[config.mk]
export PLATFORM = sky130hd
export DESIGN_NAME = postfix_eval_ctrl
export DESIGN_NICKNAME = d
export VERILOG_FILES = /design/src/rtl/pec_pkg.sv /design/src/rtl/pec_operand_stack.sv /design/src/rtl/postfix_eval_ctrl.sv
export SDC_FILE = /design/constraint.sdc
export NUM_CORES = 1
export LEC_CHECK = 0
export ABC_CLOCK_PERIOD_IN_PS = 7900
export CAP_MARGIN = 10
export CORE_MARGIN = 4
export CORE_UTILIZATION = 58
export CTS_CLUSTER_DIAMETER = 80
export DETAILED_ROUTE_END_ITERATION = 8
export GPL_TIMING_DRIVEN = 1
export PLACE_DENSITY = 0.81
export SETUP_SLACK_MARGIN = 0.2
export SKIP_LAST_GASP = 1
export SLEW_MARGIN = 15
export SYNTH_ARGS = -nofsm -noshare
export SYNTH_HDL_FRONTEND = slang
export SYNTH_SLANG_ARGS = --single-unit
export TNS_END_PERCENT = 30
[constraint.sdc]
create_clock -name clk -period 7.9 [get_ports clk]
set_input_delay 1.58 -clock clk [delete_from_list [all_inputs] [get_ports clk]]
set_output_delay 1.58 -clock clk [all_outputs]
set_load 0.05 [all_outputs]
[src/rtl/pec_pkg.sv]
// Shared codes for the postfix evaluator: token types, ALU op codes,
// error codes and the controller state encoding.
package pec_pkg;

    localparam logic [1:0] TOK_NUM = 2'b00;
    localparam logic [1:0] TOK_OP  = 2'b01;
    localparam logic [1:0] TOK_END = 2'b10;
    localparam logic [1:0] TOK_RSV = 2'b11;

    localparam logic [1:0] OP_ADD = 2'd0;
    localparam logic [1:0] OP_SUB = 2'd1;
    localparam logic [1:0] OP_MUL = 2'd2;
    localparam logic [1:0] OP_DIV = 2'd3;

    localparam logic [1:0] ERR_NONE = 2'b00;
    localparam logic [1:0] ERR_MALF = 2'b01;
    localparam logic [1:0] ERR_OVF  = 2'b10;
    localparam logic [1:0] ERR_DIVZ = 2'b11;

    typedef enum logic [1:0] {
        ST_ACCEPT,
        ST_ALU_WAIT,
        ST_DONE,
        ST_ERROR
    } state_t;

endpackage

[src/rtl/pec_operand_stack.sv]
// Operand stack for the postfix evaluator: push one, pop two, clear.
// Ports: clk, rst (async, active-high); push/push_data; pop2; clear;
//        count, full, empty; top = entry[count-1], next = entry[count-2],
//        bottom = entry[0].
module pec_operand_stack
    import pec_pkg::*;
#(
    parameter int W     = 16,
    parameter int DEPTH = 8
) (
    input  logic                       clk,
    input  logic                       rst,
    input  logic                       push,
    input  logic [W-1:0]               push_data,
    input  logic                       pop2,
    input  logic                       clear,
    output logic [$clog2(DEPTH):0]     count,
    output logic                       full,
    output logic                       empty,
    output logic [W-1:0]               top,
    output logic [W-1:0]               next,
    output logic [W-1:0]               bottom
);

    localparam int AW = $clog2(DEPTH);
    localparam int CW = AW + 1;

    logic [W-1:0]  mem_q [DEPTH];
    logic [W-1:0]  mem_d [DEPTH];
    logic [CW-1:0] count_q, count_d;
    logic [AW-1:0] idx_top, idx_next;

    // Low bits wrap correctly even when count == DEPTH.
    assign idx_top  = count_q[AW-1:0] - AW'(1);
    assign idx_next = count_q[AW-1:0] - AW'(2);

    assign count  = count_q;
    assign full   = (count_q == CW'(DEPTH));
    assign empty  = (count_q == '0);
    assign top    = mem_q[idx_top];
    assign next   = mem_q[idx_next];
    assign bottom = mem_q[0];

    always_comb begin
        mem_d   = mem_q;
        count_d = count_q;
        if (clear) begin
            count_d = '0;
        end else if (push && !full) begin
            mem_d[count_q[AW-1:0]] = push_data;
            count_d = count_q + CW'(1);
        end else if (pop2 && !empty && count_q != CW'(1)) begin
            count_d = count_q - CW'(2);
        end
    end

    always_ff @(posedge clk or posedge rst) begin
        if (rst) begin
            count_q <= '0;
            for (int i = 0; i < DEPTH; i++) begin
                mem_q[i] <= '0;
            end
        end else begin
            count_q <= count_d;
            mem_q   <= mem_d;
        end
    end

endmodule

[src/rtl/postfix_eval_ctrl.sv]
// Postfix expression evaluator controller driving a shared external ALU.
// Ports: clk, rst (async, active-high); tok_valid/tok_ready/tok_type/
//        tok_data token input; alu_req/alu_op/alu_a/alu_b/alu_ack/alu_res
//        ALU handshake; res_valid/res_ready/res_data/err result output.
// Option: PEC_DIVZERO_CHECK_EN traps div-by-zero locally with err=11.
module postfix_eval_ctrl
    import pec_pkg::*;
#(
    parameter int W     = 16,
    parameter int DEPTH = 8
) (
    input  logic         clk,
    input  logic         rst,
    input  logic         tok_valid,
    output logic         tok_ready,
    input  logic [1:0]   tok_type,
    input  logic [W-1:0] tok_data,
    output logic         alu_req,
    output logic [1:0]   alu_op,
    output logic [W-1:0] alu_a,
    output logic [W-1:0] alu_b,
    input  logic         alu_ack,
    input  logic [W-1:0] alu_res,
    output logic         res_valid,
    input  logic         res_ready,
    output logic [W-1:0] res_data,
    output logic [1:0]   err
);

    localparam int CW = $clog2(DEPTH) + 1;

    state_t        state_q, state_d;
    logic [W-1:0]  alu_a_q, alu_a_d;
    logic [W-1:0]  alu_b_q, alu_b_d;
    logic [1:0]    alu_op_q, alu_op_d;
    logic [W-1:0]  res_data_q, res_data_d;
    logic [1:0]    err_q, err_d;

    logic          push, pop2, clear;
    logic [W-1:0]  push_data;
    logic [CW-1:0] count;
    logic          full, empty;
    logic [W-1:0]  top, next, bottom;

    pec_operand_stack #(
        .W     (W),
        .DEPTH (DEPTH)
    ) u_stack (
        .clk       (clk),
        .rst       (rst),
        .push      (push),
        .push_data (push_data),
        .pop2      (pop2),
        .clear     (clear),
        .count     (count),
        .full      (full),
        .empty     (empty),
        .top       (top),
        .next      (next),
        .bottom    (bottom)
    );

    assign tok_ready = (state_q == ST_ACCEPT);
    assign alu_req   = (state_q == ST_ALU_WAIT);
    assign res_valid = (state_q == ST_DONE) || (state_q == ST_ERROR);
    assign alu_a     = alu_a_q;
    assign alu_b     = alu_b_q;
    assign alu_op    = alu_op_q;
    assign res_data  = res_data_q;
    assign err       = err_q;

    always_comb begin
        state_d    = state_q;
        alu_a_d    = alu_a_q;
        alu_b_d    = alu_b_q;
        alu_op_d   = alu_op_q;
        res_data_d = res_data_q;
        err_d      = err_q;
        push       = 1'b0;
        pop2       = 1'b0;
        clear      = 1'b0;
        push_data  = tok_data;

        unique case (state_q)
            ST_ACCEPT: begin
                if (tok_valid) begin
                    unique case (tok_type)
                        TOK_NUM: begin
                            if (full) begin
                                state_d    = ST_ERROR;
                                err_d      = ERR_OVF;
                                res_data_d = '0;
                            end else begin
                                push = 1'b1;
                            end
                        end
                        TOK_OP: begin
                            if (empty || count == CW'(1)) begin
                                state_d    = ST_ERROR;
                                err_d      = ERR_MALF;
                                res_data_d = '0;
`ifdef PEC_DIVZERO_CHECK_EN
                            end else if (tok_data[1:0] == OP_DIV &&
                                         top == '0) begin
                                state_d    = ST_ERROR;
                                err_d      = ERR_DIVZ;
                                res_data_d = '0;
`endif
                            end else begin
                                alu_a_d  = next;
                                alu_b_d  = top;
                                alu_op_d = tok_data[1:0];
                                pop2     = 1'b1;
                                state_d  = ST_ALU_WAIT;
                            end
                        end
                        TOK_END: begin
                            if (count == CW'(1)) begin
                                state_d    = ST_DONE;
                                err_d      = ERR_NONE;
                                res_data_d = bottom;
                            end else begin
                                state_d    = ST_ERROR;
                                err_d      = ERR_MALF;
                                res_data_d = '0;
                            end
                        end
                        default: begin
                            state_d    = ST_ERROR;
                            err_d      = ERR_MALF;
                            res_data_d = '0;
                        end
                    endcase
                end
            end
            ST_ALU_WAIT: begin
                push_data = alu_res;
                if (alu_ack) begin
                    push    = 1'b1;
                    state_d = ST_ACCEPT;
                end
            end
            ST_DONE, ST_ERROR: begin
                if (res_ready) begin
                    clear      = 1'b1;
                    state_d    = ST_ACCEPT;
                    res_data_d = '0;
                    err_d      = ERR_NONE;
                end
            end
        endcase
    end

    always_ff @(posedge clk or posedge rst) begin
        if (rst) begin
            state_q    <= ST_ACCEPT;
            alu_a_q    <= '0;
            alu_b_q    <= '0;
            alu_op_q   <= '0;
            res_data_q <= '0;
            err_q      <= '0;
        end else begin
            state_q    <= state_d;
            alu_a_q    <= alu_a_d;
            alu_b_q    <= alu_b_d;
            alu_op_q   <= alu_op_d;
            res_data_q <= res_data_d;
            err_q      <= err_d;
        end
    end

endmodule
### Yosys cells after proc, flatten, opt, wreduce, memory -nomap -nowiden

Index checks and enable logic that the tools add are counted.

* register bits after elaboration: 186
* bits in latches: 0
* memory bits (writable): 0
* ROM bits: 0
* input port bits: 39
* output and inout bits: 55
* word-level logic and storage cells: 104
* memories: 0

* add/subtract/negate cells: 4
* multipliers: 0
* div/mod/pow operators: 0
* magnitude comparators: 4
* equality and inequality tests: 13
* shift operators: 0
* muxes and demuxes: 45
* bitwise gates (word level): 5
* reduce and logical (&&, ||, !) cells: 18

Operators with widths (number)
* 16-bit 2-to-1 mux: 11
* 128-bit bitwise mux: 1
* 16-bit binary-select mux with 3-bit select: 2
* 16-bit demux with 3-bit select: 1
* 16-bit case mux with 3 select lines: 1
* 16-bit case mux with 2 select lines: 1
* 2-bit case mux with 3 select lines: 3
* 2-bit 2-to-1 mux: 8
* 4-bit greater-or-equal comparator (second input constant): 3
* 1-bit 2-to-1 mux: 12
* 4-bit 2-to-1 mux: 3
* 3-bit NOT with 4-bit output: 3
* 4-bit AND reduction: 2
* 2-bit equality test (second input constant): 3
* 5-bit AND reduction: 1
* 4-bit by 1-bit adder with 4-bit output (second input constant): 1
* 2-bit by 1-bit equality test with 1-bit output (second input constant): 2
* 4-bit by 1-bit equality test with 1-bit output (second input constant): 1
* 4-bit equality test (second input constant): 1
* 1-bit logical AND: 4
* 2-bit logical NOT: 2
* 4-bit logical NOT: 1
* 4-bit by 1-bit less-than comparator with 1-bit output (second input constant): 1
* 2-bit != test (second input constant): 2
* 16 further kinds: 19

### Depth between registers and ports, before layout

* word-level depth: 11
* gate-level depth with buffers: 13
* gate-level depth less buffers: 6

### Hierarchy

A second synthesis with hierarchy kept.

* cell total of the unflattened synthesis: 607
* area total of the unflattened synthesis: 9744.3 um^2

Modules (own cells, without submodules)
* pec_operand_stack: instances 1, cells each 444, area an instance 7359.6 um^2, sequential area each 3303.2 um^2
* postfix_eval_ctrl: instances 1, cells each 163, area an instance 2384.8 um^2, sequential area each 1351.3 um^2

### Worst setup path before layout

Ideal clock, no wire load.

* path type: input to register
* from: in tok_type[0]
* to: reg u_stack.mem_q, in the netlist u_stack.bottom[0]
* library setup time: 0.125 ns
* arrival time: 3.173 ns
* required time: 7.775 ns
* path slack: 4.603 ns
* stages: 7
* buffers on the path: 1
* cells stage by stage: inv_1 > ha_1 > nand3b_4 > a2111oi_4 > nand2_2 > buf_4 > mux2_2

* word-level cells in the longest chain between the ends: 6

RTL lines
* start: declaration: line postfix_eval_ctrl.sv:16 `input logic [1:0] tok_type,`
* 2-bit logical NOT: line postfix_eval_ctrl.sv:87 `unique case (tok_type)`
* 1-bit 2-to-1 mux: line postfix_eval_ctrl.sv:87
* 1-bit 2-to-1 mux: line postfix_eval_ctrl.sv:86 `if (tok_valid) begin`
* 1-bit case mux with 2 select lines: line postfix_eval_ctrl.sv:84 `unique case (state_q)`
* 1-bit logical AND: line pec_operand_stack.sv:49 `end else if (push && !full) begin`
* 2-bit AND reduction (no source line)
* end signal: assignment: line pec_operand_stack.sv:65 `mem_q <= mem_d;`
* end: declaration: line pec_operand_stack.sv:28 `logic [W-1:0] mem_q [DEPTH];`

No other way between the ends.
A chain may end at the register's enable or synchronous reset.

### Worst setup path after layout

* from: reg state_q[1]
* to: out alu_req

* word-level cells in the longest chain between the ends: 1

RTL lines
* start: declaration: line postfix_eval_ctrl.sv:32 `state_t state_q, state_d;`
* start signal: assignment: line postfix_eval_ctrl.sv:163 `state_q <= state_d;`
* 2-bit by 1-bit equality test with 1-bit output: line postfix_eval_ctrl.sv:64 `assign alu_req = (state_q == ST_ALU_WAIT);`
* end: declaration: line postfix_eval_ctrl.sv:18 `output logic alu_req,`

No other way between the ends.

==> impl_metrics.env <==
export IMPL_first_global_vias=6476
export IMPL_tns_ns=0
export IMPL_clock_latency_ns=0.43
export IMPL_antenna_found_initial=0
export IMPL_ios=94
export IMPL_clk_pin_slew_ns=0.07
export IMPL_vias=6007
export IMPL_swShare_pct=39.4
export IMPL_avgRoutedWirePerCell_microns=22.5
export IMPL_busiest_layer="met2"
export IMPL_p_seq_share_pct=34.6
export IMPL_setup_viol=0
export IMPL_max_slew_margin_pct=23.6
export IMPL_ys_flop_type="dfrtp_1"
export IMPL_gr_total_overflow=0
export IMPL_intPower_mw=2.90
export IMPL_grt_met2_usage_pct=41.7
export IMPL_fill_cells=1047
export IMPL_slew_violations=0
export IMPL_fmax_ghz=0.255
export IMPL_grt_util_met1_pct=33.8
export IMPL_start_kind="register"
export IMPL_synth_compound_area_share_pct=3.73
export IMPL_placed_area_sq_um=10500
export IMPL_grt_max_degree=86
export IMPL_syn_to_final_growth_pct=17.8
export IMPL_cts_buffers=17
export IMPL_ant_nets=0
export IMPL_cts_htree_levels=4
export IMPL_synthXorXnorAreaFrac_pct=0.186
export IMPL_numClockSinks=186
export IMPL_fin_crit_sh_pct=49.6
export IMPL_synth_top_family_by_area="multiplexers"
export IMPL_cts_resized_gates=0
export IMPL_cts_tree="done"
export IMPL_synthAdderAreaFrac_pct=1.46
export IMPL_whs_ns=0.479
export IMPL_grt_use_met3_pct=4.35
export IMPL_finalNonFillerCells=971
export IMPL_synth_enable_flop_cells=0
export IMPL_synthCells=662
export IMPL_drt_wl_total_microns=21900
export IMPL_via_per_inst=6.19
export IMPL_final_area_sq_um=11100
export IMPL_syn_cell_area_sq_um=9440
export IMPL_switchingPower_mw=1.89
export IMPL_dp_cells=939
export IMPL_first_pass_iters=5
export IMPL_synthArstFlopShare_pct=100
export IMPL_yosysWarningCount=0
export IMPL_power_mw=4.78
export IMPL_post_route_util_pct=69.7
export IMPL_worst_slack_ns=3.98
export IMPL_post_dp_hpwl_microns=14000
export IMPL_first_iter_violations=441
export IMPL_required_ns=6.32
export IMPL_crit_path_end_kind="output pin"
export IMPL_grt_pass1_wl_microns=35500
export IMPL_row_count=46
export IMPL_cts_hold_buffers=0
export IMPL_period_needed_ns=3.92
export IMPL_p_comb_share_pct=47.9
export IMPL_syn_nets=712
export IMPL_initial_utilization_pct=59.2
export IMPL_dieHeight_microns=136
export IMPL_hold_class="reg2reg"
export IMPL_critPathArrivalTime_ns=2.34
export IMPL_status="finished clean"
export IMPL_rsz0062_at_grt="no"
export IMPL_ir_drop_uv=275
export IMPL_tightest_slew_ns=1.15
export IMPL_grt_use_total_pct=25.4
export IMPL_skew_ns=0.00637
export IMPL_ys_seq_area_share_pct=49.3
export IMPL_crit_type="reg2out"
export IMPL_pre_cts_ws_ns=3.72
export IMPL_cellPowerDensity_nw_per_um2=430
export IMPL_die_x_microns=136
export IMPL_drive_above_1_share_pct=35.6
export IMPL_clock_path_buffers=2
export IMPL_drc=0
export IMPL_portBuffers=93
export IMPL_muxShareOfSynthArea_pct=37.9
export IMPL_synthSimpleGateAreaFrac_pct=4.22
export IMPL_finalHoldViolations=0
export IMPL_pwr_share_clk_pct=17.6
export IMPL_maxCapViolations=0
export IMPL_syn_avg_cell_area_sq_um=14.3
export IMPL_p_leak_nw=4.85
export IMPL_routabilityCongestion=0.835
export IMPL_core_area_sq_um=15900
export IMPL_postCtsSetupRepairBufs=0
export IMPL_synth_cell_types=39
export IMPL_root_buffer="clkbuf_16"
export IMPL_yosys_register_bits=186
export IMPL_fin_nets=792
export IMPL_cp_max_fo=11
export IMPL_dieArea_sq_um=18400
export IMPL_diodes=0
## critical path, cell delays in order (launching register included)
cell,delay (ns)
dfrtp_1,0.73
inv_1,0.17
nand2_1,0.20
inv_1,0.07
clkdlybuf4s50_1,0.73
## cell usage after synthesis, drive strengths merged, types with 2 or more instances
library cell | n | share of area (%)
nor3 | 2 | 0.11
mux2 | 144 | 17
nand2 | 65 | 2.7
o21ai | 35 | 1.9
nor2 | 6 | 0.24
mux2i | 51 | 5.4
buf | 28 | 1.6
nand3 | 4 | 0.37
ha | 11 | 1.5
clkbuf | 14 | 0.56
dfrtp | 186 | 49
mux4 | 64 | 15
nor3b | 2 | 0.21
a21oi | 3 | 0.16
inv | 26 | 1.0
a2111oi | 2 | 0.58
nand2b | 2 | 0.13
## power groups by stage
| stage | clock network, mW | registers [mW] | logic, mW |
|---|---|---|---|
| 5_1_grt | 0.892 | 1.70 | 2.44 |
| 6_report | 0.841 | 1.65 | 2.29 |
| 3_3_place_gp | 0 | 1.61 | 2.24 |
| 4_1_cts | 0.849 | 1.65 | 2.31 |
| 3_5_place_dp | 0 | 1.66 | 2.29 |
| 2_1_floorplan | 0 | 1.84 | 1.46 |
## final timing paths
check / from / cells past startpoint / slack, ns / end
setup / recovery: state_q[1] / 4 / 3.98 / alu_req
hold / removal: alu_op[1] / 2 / 0.48 / alu_op[1]
setup reg to reg: u_stack.count[1] / 7 / 4.63 / u_stack.mem_q[70]
hold reg to reg: alu_op[1] / 2 / 0.48 / alu_op[1]
max in group asynchronous: rst / 3 / 4.88 / u_stack.count[0]
min in group asynchronous: rst / 2 / 1.66 / u_stack.mem_q[88]
## registers in the layout, summed over array words and instances (netlist names)
name            flops
u_stack.mem_q     112
alu_a              16
alu_b              16
res_data           16
u_stack.bottom     16
u_stack.count       4
alu_op              2
err                 2
state_q             2
## routing by layer
layer	vias to the layer above	routed length [microns]
met5	-	0
li1	2606	-
met1	3145	9030
met2	217	11200
met3	39	1110
met4	0	531
## cell families after synthesis
logic type                 after synthesis
muxes                                  259
DFF                                    186
and+or+nand+nor                         85
buffers and inverters                   68
AOI/OAI and AO/OA                       51
adders and majority gates               11
xor gates and xnor gates                 2
## cells in the final DEF, fill, tap and decap left out, types with 2 or more instances in the layout
master / instances
a2111oi_4: 2
a21oi_1: 3
buf_4: 10
clkbuf_16: 17
clkbuf_8: 3
clkdlybuf4s50_1: 93
clkinv_2: 4
clkinv_4: 2
dfrtp_1: 185
ha_1: 11
inv_1: 25
inv_6: 4
mux2_2: 144
mux2i_1: 51
mux4_2: 64
nand2_1: 61
nand2_2: 4
nand2b_1: 2
nand3_2: 3
nor2_1: 6
nor3_1: 2
o21ai_0: 34
## layout make-up
cell class | count | area, sq um | area share [%]
Clock buffer | 20 | 467 | 4.20
Clock inverter | 12 | 113 | 1.01
Inverter | 26 | 103 | 0.923
Multi-Input combinational cell | 408 | 4500 | 40.5
Sequential cell | 186 | 4660 | 41.9
Tap cell | 216 | 270 | 2.43
Timing Repair Buffer | 103 | 1010 | 9.05
No activity file was read; power rests on OpenSTA's default activity.
